### src/rtl/data_req_issuer.sv
// EXE-side initiator for the data SRAM-like port: issues aligned load/store requests,
// allows one access in flight, and swallows data_ok for requests killed by a WB flush.
module data_req_issuer #(
  parameter int unsigned ADDR_W = 32
) (
  input  logic              clk,
  input  logic              reset,
  input  logic              es_valid,
  input  logic [7:0]        es_mem_op,
  input  logic [ADDR_W-1:0] es_addr,
  input  logic [31:0]       es_st_data,
  input  logic              ms_allowin,
  input  logic              wb_ex,
  input  logic              wb_ertn,
  output logic              issue_ready,
  output logic              ale,
  output logic              data_sram_req,
  output logic              data_sram_wr,
  output logic [1:0]        data_sram_size,
  output logic [3:0]        data_sram_wstrb,
  output logic [ADDR_W-1:0] data_sram_addr,
  output logic [31:0]       data_sram_wdata,
  input  logic              data_sram_addr_ok,
  input  logic              data_sram_data_ok,
  output logic              ms_data_ok,
  output logic              busy
);

  typedef enum logic [1:0] {IDLE, REQ, WAIT, DISCARD} state_t;

  state_t      state;
  logic        flush;
  logic        flush_pend;
  logic        is_half;
  logic        is_word;
  logic        is_store;
  logic        has_op;
  logic        start;
  logic [1:0]  off;
  logic [1:0]  size_n;
  logic [3:0]  wstrb_n;
  logic [31:0] wdata_n;

  // one-hot order: {st_b, st_h, st_w, ld_b, ld_bu, ld_h, ld_hu, ld_w}
  assign flush    = wb_ex | wb_ertn;
  assign is_half  = es_mem_op[6] | es_mem_op[2] | es_mem_op[1];
  assign is_word  = es_mem_op[5] | es_mem_op[0];
  assign is_store = |es_mem_op[7:5];
  assign has_op   = |es_mem_op;
  assign off      = es_addr[1:0];

  assign ale   = es_valid & ((is_half & off[0]) | (is_word & (off != 2'b00)));
  assign start = es_valid & has_op & ~ale & ms_allowin & ~flush;

  always_comb begin
    size_n  = 2'd0;
    wstrb_n = '0;
    wdata_n = es_st_data;
    if (is_word)      size_n = 2'd2;
    else if (is_half) size_n = 2'd1;
    if (es_mem_op[7]) begin
      wdata_n = {4{es_st_data[7:0]}};
      wstrb_n = 4'b0001 << off;
    end else if (es_mem_op[6]) begin
      wdata_n = {2{es_st_data[15:0]}};
      wstrb_n = 4'b0011 << off;
    end else if (es_mem_op[5]) begin
      wstrb_n = 4'b1111;
    end
  end

  always_comb begin
    issue_ready = 1'b0;
    unique case (state)
      IDLE:    issue_ready = es_valid & (~has_op | ale) & ~flush;
      REQ:     issue_ready = data_sram_addr_ok & ~flush & ~flush_pend;
      default: issue_ready = 1'b0;
    endcase
  end

  assign data_sram_req = (state == REQ);
  assign busy          = (state != IDLE);
  assign ms_data_ok    = (state == WAIT) & data_sram_data_ok & ~flush;

  always_ff @(posedge clk) begin
    if (reset) begin
      state           <= IDLE;
      flush_pend      <= 1'b0;
      data_sram_wr    <= 1'b0;
      data_sram_size  <= '0;
      data_sram_wstrb <= '0;
      data_sram_addr  <= '0;
      data_sram_wdata <= '0;
    end else begin
      unique case (state)
        IDLE: begin
          if (start) begin
            state           <= REQ;
            data_sram_wr    <= is_store;
            data_sram_size  <= size_n;
            data_sram_wstrb <= wstrb_n;
            data_sram_addr  <= es_addr;
            data_sram_wdata <= wdata_n;
          end
        end
        REQ: begin
          // req is never withdrawn; a flush seen while waiting for addr_ok is remembered
          if (data_sram_addr_ok) begin
            state      <= (flush | flush_pend) ? DISCARD : WAIT;
            flush_pend <= 1'b0;
          end else if (flush) begin
            flush_pend <= 1'b1;
          end
        end
        WAIT: begin
          if (data_sram_data_ok)  state <= IDLE;
          else if (flush)         state <= DISCARD;
        end
        DISCARD: begin
          if (data_sram_data_ok)  state <= IDLE;
        end
        default: state <= IDLE;
      endcase
    end
  end

endmodule

### config.mk
export PLATFORM = sky130hd
export DESIGN_NAME = data_req_issuer
export DESIGN_NICKNAME = d
export VERILOG_FILES = /design/src/rtl/data_req_issuer.sv
export SDC_FILE = /design/constraint.sdc
export NUM_CORES = 1
export LEC_CHECK = 0
export BUFFER_PORTS_ARGS = -buffer_cell sky130_fd_sc_hd__buf_2
export CORE_ASPECT_RATIO = 0.5
export CORE_MARGIN = 8
export CORE_UTILIZATION = 52
export DETAILED_ROUTE_END_ITERATION = 7
export GPL_ROUTABILITY_DRIVEN = 0
export GPL_TIMING_DRIVEN = 0
export PLACE_DENSITY_LB_ADDON = 0.05
export RECOVER_POWER = 50
export SYNTH_ARGS = -nofsm -noshare
export SYNTH_HDL_FRONTEND = slang
export SYNTH_SLANG_ARGS = --single-unit
### constraint.sdc
create_clock -name clk -period 4.24 [get_ports clk]
set_clock_uncertainty 0.1 [all_clocks]
set_input_delay 0.212 -clock clk [delete_from_list [all_inputs] [get_ports clk]]
set_output_delay 0.212 -clock clk [all_outputs]
set_load 0.1 [all_outputs]
* Word level (Yosys, flattened, before mapping)
Index checks and enable logic that the tools add are counted.
Storage, ports and cells: register bits 74, latch bits 0, RAM bits 0, bits in read-only memories 0, logic and storage cells 66, memories kept 0
Cells by class: add/sub/neg operators 0, multipliers 0, divide/modulo/power cells 0, order comparisons 0, eq/ne operators 7, shifts and indexed selects 2, multiplexer cells 17, bitwise logic cells 24, reductions and logical operators 9
Operators with widths (count):
- $mux 32 | 2
- $and 1x1->1 | 13
- $mux 2 | 6
- $mux 4 | 3
- $pmux 2 s4 | 1
- $reduce_or 8->1 | 1
- $or 1x1->1 | 7
- $reduce_bool 2->1 | 3
- $eq 2x2->1 const B | 2
- $mux 1 | 4
- $ne 2x2->1 const B | 2
- $not 1->1 | 4
- $reduce_and 2->1 | 2
- $reduce_and 4->1 | 1
- $shl 1x2->4 const A | 1
- $shl 2x2->4 const A | 1
- $ne 3x3->1 const B | 1
- $reduce_or 3->1 | 1
- $eq 2x1->1 const B | 1
- $logic_not 2->1 | 1
- $ne 2x1->1 const B | 1
- $pmux 1 s2 | 1

* Depth between registers and ports, before layout
Gate-level depths: netlist of the first run.
depth after elaboration 11, gate-level depth with buffers 8, depth with buffers taken out 6

* Least setup slack after synthesis of the first run
No wires, ideal clock.
path kind in2out, start point in es_addr[0], end point out issue_ready, arrival time 3856 ps, data required time 3928 ps, path slack 72 ps, stages 8, cell sequence inv_1 > ha_1 > o32a_1 > clkbuf_1 > inv_2 > buf_1 > o211ai_1 > a21oi_1
On the way: cells in the longest elaborated chain, start to end 8
RTL lines:
- start, declared | RTL line 10 | input logic [ADDR_W-1:0] es_addr,
- $reduce_bool 2->1 | RTL line 52 | assign ale = es_valid & ((is_half & off[0]) | (is_word & (off != 2'b00)));
- $and 1x1->1 | RTL line 52
- $or 1x1->1 * | RTL line 52
- $and 1x1->1 * | RTL line 52
- net ale | RTL line 16 | output logic ale,
- $or 1x1->1 * | RTL line 75 | IDLE: issue_ready = es_valid & (~has_op | ale) & ~flush;
- $and 1x1->1 * (2 in series) | RTL line 75
- $pmux 1 s2 * | RTL line 74 | unique case (state)
- end, declared | RTL line 15 | output logic issue_ready,
The timed path passes the listed nets; every way through them passes the cells marked *.

* Worst setup path after layout of the first run
start point in es_addr[0], end point out issue_ready
On the way: cells in the longest elaborated chain, start to end 8
RTL lines (RTL line):
- $reduce_bool 2->1 | 52
- $and 1x1->1 | 52
- $or 1x1->1 * | 52
- $and 1x1->1 * | 52
- $or 1x1->1 * | 75
- $and 1x1->1 * (2 in series) | 75
- $pmux 1 s2 * | 74
Every way passes the cells marked *; elsewhere a longest branch is shown, timed or not.

==> results.json, run 1 <==
{
  "antenna_left": 0,
  "fin_setup_tns_ns": 0,
  "fin_hold_ws_ns": 0.0315,
  "clk_pin_slew_ns": 0.06,
  "cts-buffers-inserted": 9,
  "tightest_slew_ns": 1.25,
  "overflow": 0,
  "wl_per_cell_um": 18.9,
  "crit_slowest_cell": "buf_2",
  "drt-total-wl_um": 12700,
  "fin_crit_ns": 2.95,
  "grt_usage_pct": 24.3,
  "yosysMostFrequentCell": "dfxtp_1",
  "synth_flop_cell": "dfxtp_1",
  "crit_buf_inv": 6,
  "synth_area_leader_cell": "dfxtp_1",
  "multi_input_area_um2": 1960,
  "cts.sinks": 74,
  "grt_antenna_before_repair": 1,
  "grt_use_met1_pct": 30.2,
  "status": "completed",
  "reg2reg_depth": 5,
  "cts_tree": "built",
  "power_density_nw_per_um2": 381,
  "synth_edf_count": 0,
  "slew_headroom_pct": 17.0,
  "syn2layout_area_growth_pct": 29.8,
  "holdBufCountCts": 1,
  "cts_resized": 0,
  "path_delay_family": "buffers and inverters",
  "ys.warnings.count": 0,
  "regArea_um2": 1480,
  "worst-setup-path-type": "in2out",
  "path_max_fanout": 10,
  "finalCritPeriodShare_pct": 69.6,
  "path_depth": 10,
  "die_area_um2": 10300,
  "routed_via_density": 5.95,
  "grt-busiest-layer": "met2",
  "syn-num-nets": 493,
  "min_path_type": "in2reg",
  "cp_cell_sequence": "buf_2 > inv_1 > ha_1 > o32a_1 > clkbuf_1 > inv_2 > buf_1 > o211ai_1 > a21oi_1 > buf_2",
  "netlist.area_leader.share_pct": 39.8,
  "ys_seq_area_share_pct": 39.8,
  "hpwl_um": 9270,
  "grt_pass1_vias": 3922,
  "cts_buffer_depth": 2,
  "crit_path_start_kind": "input pin",
  "drv_slew": 0,
  "setup_violations": 0,
  "clk_latency_ns": 0.33,
  "ir_drop_mv": 0.250,
  "drive_gt1_share_pct": 22.4,
  "ys_async_sr_fraction_pct": 0,
  "place_ws_ns": 1.30,
  "die-height_um": 75.8,
  "hold_depth": 3,
  "first_iter_violations": 446,
  "drt_pre_antenna_iters": 5,
  "initial_core_util_pct": 54.7,
  "grt_pass1_wl_um": 19800,
  "leakage_nw": 1.70,
  "cp.required_ns": 3.93,
  "htree_num_levels": 3,
  "worst_slack_ns": 1.29,
  "grt_max_degree": 13,
  "ys_ff_latch": 74,
  "synthTopCellsByCount": "dfxtp_1 (74), a21oi_1 (44), nand4_1 (41), o31ai_1 (41), clkbuf_1 (35)",
  "cp-end-kind": "output pin",
  "cp.arrival_ns": 2.64,
  "rows": 21,
  "postSynthAreaPerCell_um2": 9.10,
  "coreArea_um2": 6810,
  "cts_setup_buffers": 0,
  "fmax_mhz": 339,
  "synth_area_leaders": "dfxtp_1 (40%), o31ai_1 (8.3%), mux2i_1 (7.3%)",
  "nets": 659,
  "grt.met2_usage_pct": 37.9,
  "maxCapViolations": 0,
  "pin_count": 156,
  "hold_viol": 0,
  "critPathMaxStageDelay_ns": 0.44,
  "portBuffers": 154,
  "rsz0062_at_grt": "false",
  "critPathMostFrequentCell": "buf_2",
  "synth.distinct_cells": 36,
  "grt_use_met3_pct": 10.6,
  "num_vias": 4004,
  "ctsRootBufferMaster": "clkbuf_16",
  "fill_cells": 619,
  "drc_errors": 0,
  "syn_area_um2": 3720,
  "synth_cells": 409,
  "die_x_um": 136
}
[tightest hold or removal path, delay by kind of cell]
kind	cells	cell delay, ns
compound gates	1	0.05
buf+inv	1	0.10
simple gates	1	0.06
[sequential cells by signal, indices dropped and copies added, names as in the netlist]
name             flops
data_sram_addr      32
data_sram_wr         1
data_sram_wstrb      4
data_sram_size       2
data_sram_wdata     32
state                2
flush_pend           1
[layout make-up]
class                   instances  area share, %
well taps                      92           2.38
multi-input cells             277           40.6
clock buffers                  11           5.23
clock inverters                 5           1.09
flip-flops and latches         74           30.6
repair buffers                155           14.2
inverters                       7          0.544
plain buffers                  51           5.20
diodes                          1         0.0518
[per-layer routing]
layer | share of wire [%] | routed length, µm | up-vias
li1 | - | - | 1918
met1 | 43 | 5470 | 1864
met2 | 44 | 5630 | 206
met3 | 12 | 1520 | 16
met4 | 0.91 | 116 | 0
met5 | 0 | 0 | -
[logic make-up after synthesis]
logic type                 Yosys count  synth area share, %
adders and majority gates            4                 1.34
muxes                               27                 7.26
buffers and inverters               58                 7.46
and+or+nand+nor                     95                 14.0
DFF                                 74                 39.8
AOI/OAI and AO/OA                  151                 30.2
[stage by stage]
stage               utilization [%]  cells  area, µm²  power [mW]
finish                         71.0    673       4830        1.84
global route                   71.0    672       4830        1.90
CTS                            72.3    672       4920        1.85
detailed placement             67.7    655       4610        1.07
global placement               67.7    655       4610        1.07
floorplan                         -    409       3720       0.971
[cells in the final DEF (no fill, tap or decap), types with 2 or more instances in the layout]
cell / count
a211oi_2: 10
a21oi_1: 44
a311o_1: 2
a311oi_2: 9
a31oi_1: 20
buf_1: 7
buf_2: 80
buf_6: 8
clkbuf_1: 110
clkbuf_16: 9
clkbuf_8: 2
clkinv_2: 3
dfxtp_1: 74
ha_1: 4
inv_1: 5
mux2i_1: 27
nand2_1: 32
nand2b_1: 3
nand4_1: 41
nor2_1: 6
nor2b_1: 2
nor3_1: 2
o211ai_1: 9
o21ai_0: 11
o31ai_1: 41
or2_2: 2
[path summary, 6_finish.rpt]
path	start	endpoint	slack, ns
setup / recovery	es_addr[0]	issue_ready	1.29
setup reg to reg	state[1]$_SDFFE_PP0P_	data_sram_wdata[1]$_SDFFE_PP0P_	1.70
hold reg to reg	data_sram_wdata[28]$_SDFFE_PP0P_	data_sram_wdata[28]$_SDFFE_PP0P_	0.35
hold / removal	es_addr[22]	data_sram_addr[22]$_SDFFE_PP0P_	0.03
[report_power, final]
group          switching, mW  internal (mW)  total, mW
registers            0.00746          0.709      0.717
logic                  0.263         0.0828      0.346
clock network          0.296          0.484      0.780
total                  0.566           1.28       1.84
Note: power is estimated with default switching activity, not from simulation.
==> run 2, diff against run 1 <==
CORE_UTILIZATION = 48   (was 52)
clock period = 3.05 ns   (was 4.24 ns; I/O delays follow)
==> run 2 against run 1 <==
Worst setup slack lost 1.1 ns. Register-to-register slack worse by 1.2 ns. Worst hold slack worse by 0.026 ns. Global-route usage shrank 0.99 points. Die area grew 6.9%. Sequential cell count did not move. Clock power rose by 51%. Final area rose by 7.3%.
==> results.json, run 2 (synthesis gave the netlist of run 1 again) <==
{
  "die-height_um": 78.3,
  "power.switching_mw": 0.798,
  "n_antenna_cell": 0,
  "drt-total-wl_um": 13100,
  "cts.sinks": 74,
  "status": "completed",
  "die_area_um2": 11000,
  "cts_tree": "built",
  "finalCritPeriodShare_pct": 93.8,
  "fin_setup_tns_ns": 0,
  "path_delay_family": "buffers and inverters",
  "crit_slowest_cell": "nor2_1",
  "syn2layout_area_growth_pct": 39.3,
  "worst-setup-path-type": "reg2out",
  "switching_share_pct": 29.7,
  "first_iter_violations": 339,
  "routed_via_density": 5.86,
  "cp_cell_sequence": "nor2_1 > clkinv_1 > clkbuf_1 > buf_2",
  "maxCapViolations": 0,
  "nets": 690,
  "overflow": 0,
  "die_x_um": 141,
  "p_clk_share_pct": 43.8,
  "layout_common_cells": "clkbuf_1 (111), buf_2 (80), dfxtp_1 (74), a21oi_1 (43)",
  "antenna_left": 0,
  "crit_buf_inv": 3,
  "setup_violations": 0,
  "htree_num_levels": 3,
  "hpwl_um": 9330,
  "fin_crit_ns": 2.86,
  "num_vias": 4146,
  "path_max_fanout": 10,
  "drive_gt1_share_pct": 21.6,
  "cp-end-kind": "output pin",
  "grt_max_degree": 13,
  "place_area_um2": 4630,
  "cp.required_ns": 2.80,
  "fin_hold_ws_ns": 0.00555,
  "drc_errors": 0,
  "cp.arrival_ns": 2.61,
  "power_density_nw_per_um2": 518,
  "initial_core_util_pct": 50.1,
  "fmax_mhz": 350,
  "ir_drop_mv": 0.324,
  "design_area_um2": 5180,
  "final_common_cell": "clkbuf_1",
  "path_depth": 4,
  "crit_path_start_kind": "flip-flop",
  "internal_power_mw": 1.89,
  "wl_per_cell_um": 18.5,
  "p_comb_share_pct": 19.1,
  "grt_pass1_wl_um": 21100,
  "clk_pin_slew_ns": 0.06,
  "largestRegisters": "data_sram_addr: 32 flops, data_sram_wdata: 32 flops, data_sram_wstrb: 4 flops",
  "dp_cells": 659,
  "cts_buffer_depth": 2,
  "pin_count": 156,
  "drt_pre_antenna_iters": 5,
  "final_cells": 707,
  "slew_headroom_pct": 19.4,
  "leakage_nw": 1.84,
  "cts-buffers-inserted": 9,
  "coreArea_um2": 7430,
  "ctsRootBufferMaster": "clkbuf_16",
  "min_path_type": "in2reg",
  "portBuffers": 154,
  "tightest_slew_ns": 1.21,
  "grt_usage_pct": 23.3,
  "hold_viol": 0,
  "hold_depth": 3,
  "grt_antenna_before_repair": 0,
  "rsz0062_at_grt": "false",
  "rows": 22,
  "clk_latency_ns": 0.33,
  "critPathMaxStageDelay_ns": 0.74,
  "reg2reg_depth": 5,
  "p_total_mw": 2.69,
  "drv_slew": 0,
  "grt_pass1_vias": 4177,
  "p_seq_share_pct": 37.1
}
## run 2: per-layer routing
layer,routed length [µm],up-vias,global-route usage [%]
li1,-,1974,-
met1,5680,1955,28.8
met2,5940,198,38.2
met3,1330,19,8.03
met4,152,0,6.60
met5,0,-,0
## run 2: power by group through the flow
stage / clock (mW) / combinational, mW / sequential (mW)
4_1_cts: 1.19 / 0.514 / 0.996
3_5_place_dp: 0 / 0.480 / 1.02
5_1_grt: 1.23 / 0.545 / 0.998
6_report: 1.18 / 0.513 / 0.996
3_3_place_gp: 0 / 0.479 / 1.02
2_1_floorplan: 0 / 0.211 / 1.14
## run 2: timing repair
action | 4_1_cts | 5_1_grt
setup buffers | 0 | 0
gates resized for setup | 0 | 0
endpoints found under the hold margin | 32 | 0
hold buffers | 32 | 0
## run 2: layout make-up
type | count | area, µm²
Multi-Input combinational cell | 277 | 1970
Inverter | 7 | 26.3
Timing Repair Buffer | 186 | 998
Sequential cell | 74 | 1480
Clock buffer | 12 | 256
Fill cell | 663 | 2250
Clock inverter | 4 | 73.8
Tap cell | 96 | 120
Buffer | 51 | 259
## run 2: stage by stage
stage / utilization [%] / setup WS (ns)
CTS: 71.0 / 0.219
global placement: 62.3 / 0.291
finish: 69.8 / 0.190
floorplan: - / 0.0437
detailed placement: 62.3 / 0.271
global route: 69.8 / 0.0302
## run 2: path summary, 6_finish.rpt
path,slack [ns],endpoint,start
worst max-delay path,0.19,busy,state[1]$_SDFFE_PP0P_
worst min-delay path,0.006,data_sram_addr[2]$_SDFFE_PP0P_,es_addr[2]
worst max register to register,0.49,data_sram_addr[10]$_SDFFE_PP0P_,state[1]$_SDFFE_PP0P_
worst min register to register,0.35,data_sram_wdata[30]$_SDFFE_PP0P_,data_sram_wdata[30]$_SDFFE_PP0P_
## run 2: tightest hold or removal path, cell delays in order
cell and delay [ns]:
buf_2 0.10, nand4_1 0.08, a21oi_1 0.06
==> run 3, diff against run 2 <==
CORE_MARGIN = not set   (was 8)
CORE_UTILIZATION = 43   (was 48)
==> run 3 against run 2 <==
Utilization is 6.8 points lower. Final area shrank 0.34%. Via count decreased by 1.9%. Sequential power about the same. Sequential share of layout area up 0.097 points. Clock-buffer cell count is the same. Critical path depth is 6 higher. Sequential cell count did not move. Total power decreased by 6.5%. Routed wire length fell by 7.6%. Critical path type is now in2out. Critical endpoint is now issue_ready. Largest power group unchanged.
==> results.json, run 3 (synthesis gave the netlist of run 1 again) <==
{
  "cts.sinks": 74,
  "wl_per_cell_um": 16.7,
  "antenna_left": 0,
  "drt-total-wl_um": 12100,
  "critPathMostFrequentCell": "buf_2",
  "maxCapViolations": 0,
  "grt_antenna_before_repair": 0,
  "wl_met3_um": 849,
  "grt_pass1_vias": 3661,
  "power_density_nw_per_um2": 486,
  "cts-buffers-inserted": 9,
  "crit_slowest_cell": "buf_2",
  "coreArea_um2": 8200,
  "ctsRootBufferMaster": "clkbuf_16",
  "hold_viol": 0,
  "cts_setup_buffers": 0,
  "htree_num_levels": 3,
  "die_area_um2": 9060,
  "regArea_um2": 1480,
  "pin_count": 156,
  "clk_pin_slew_ns": 0.06,
  "drc_errors": 0,
  "n_antenna_cell": 0,
  "routed_via_density": 5.62,
  "setup_violations": 0,
  "largestRegisters": "data_sram_addr: 32 flops, data_sram_wdata: 32 flops, data_sram_wstrb: 4 flops",
  "cp-end-kind": "output pin",
  "cp.arrival_ns": 2.55,
  "worst-setup-path-type": "in2out",
  "rows": 23,
  "finalCritPeriodShare_pct": 91.8,
  "multi_input_area_um2": 1970,
  "cp.required_ns": 2.80,
  "clk_latency_ns": 0.34,
  "dr_wl_met2_um": 5420,
  "rsz0062_at_grt": "false",
  "final_common_cell": "clkbuf_1",
  "cts_tree": "built",
  "portBuffers": 154,
  "hpwl_um": 8230,
  "fin_hold_ws_ns": 0.0102,
  "num_vias": 4068,
  "layout_common_cells": "clkbuf_1 (111), buf_2 (80), dfxtp_1 (74), a21oi_1 (43)",
  "syn2layout_area_growth_pct": 38.8,
  "grt_pass1_wl_um": 18700,
  "fill_cells": 775,
  "status": "completed",
  "die-height_um": 67.8,
  "path_max_fanout": 10,
  "initial_core_util_pct": 45.4,
  "cts_resized": 0,
  "fin_crit_ns": 2.80,
  "fin_setup_tns_ns": 0,
  "nets": 691,
  "m1WireLength_um": 5700,
  "ir_drop_mv": 0.299,
  "cp_cell_sequence": "buf_2 > inv_1 > ha_1 > o32a_1 > clkbuf_1 > inv_2 > clkdlybuf4s15_2 > o211ai_1 > a21oi_2 > buf_2",
  "first_iter_violations": 286,
  "tightest_slew_ns": 1.22,
  "grt_usage_pct": 26.9,
  "drt_pre_antenna_iters": 5,
  "drv_slew": 0,
  "overflow": 0,
  "cts_buffer_depth": 2,
  "min_path_type": "in2reg",
  "leakage_nw": 1.82,
  "die_x_um": 134,
  "critPathMaxStageDelay_ns": 0.43,
  "drive_gt1_share_pct": 21.6,
  "top_layer": "met4",
  "grt_max_degree": 13,
  "slew_headroom_pct": 18.8,
  "crit_path_start_kind": "input pin",
  "fmax_mhz": 357
}
## run 3: cell count changes in the layout (fill, tap and decap cells not counted)
cell and change:
bufinv_16 -2, clkinv_2 +1, clkinvlp_4 +1, dlygate4sd3_1 +1
## run 3: where the power goes
group	leakage, nW	internal [mW]	total (mW)	switching, mW
Sequential	0.598	0.986	0.996	0.0105
Combinational	1.09	0.143	0.511	0.368
Clock	0.139	0.594	1.00	0.410
Total	1.82	1.72	2.51	0.789
## run 3: path summary, 6_finish.rpt
check,startpoint,to,slack (ns),cells past startpoint
worst min-delay path,es_st_data[20],data_sram_wdata[20]$_SDFFE_PP0P_,0.01,3
worst min register to register,data_sram_size[0]$_SDFFE_PP0P_,data_sram_size[0]$_SDFFE_PP0P_,0.36,2
worst max register to register,state[1]$_SDFFE_PP0P_,data_sram_addr[8]$_SDFFE_PP0P_,0.60,5
worst max-delay path,es_addr[0],issue_ready,0.25,10
## run 3: per-layer routing
metal / up-vias / global-route usage (%)
met5: - / 0
met4: 0 / 6.68
met3: 18 / 7.13
met2: 157 / 43.9
met1: 1916 / 35.6
li1: 1977 / -
## run 3: what timing repair did
action                                  in CTS  in global routing
hold buffers                                33                  0
hold endpoints to repair                    33                  0
endpoints found under the setup margin       0                  0
## run 3: metrics by stage
step / area, µm² / std cells / utilization, % / total power, mW / worst slack [ns]
floorplan: 3740 / 409 / - / 1.35 / 0.0437
global placement: 4650 / 675 / 56.7 / 1.49 / 0.269
detailed placement: 4650 / 675 / 56.7 / 1.50 / 0.262
CTS: 5260 / 724 / 64.1 / 2.53 / 0.261
global route: 5170 / 724 / 63.0 / 2.60 / 0.133
finish: 5170 / 724 / 63.0 / 2.51 / 0.251
## run 3: area by class of cell
type / count / share of cell area (%)
Buffer: 51 / 5.01
Clock buffer: 12 / 4.96
Clock inverter: 4 / 0.508
Inverter: 7 / 0.508
Multi-Input combinational cell: 277 / 38.1
Sequential cell: 74 / 28.7
Tap cell: 112 / 2.71
Timing Repair Buffer: 187 / 19.5
## run 3: worst max-delay path, delay by kind of cell
kind | cells | cell delay [ns]
buffers and inverters | 6 | 1.51
AO/OA/AOI/OAI | 3 | 0.64
adder cells (fa/ha/maj) | 1 | 0.22
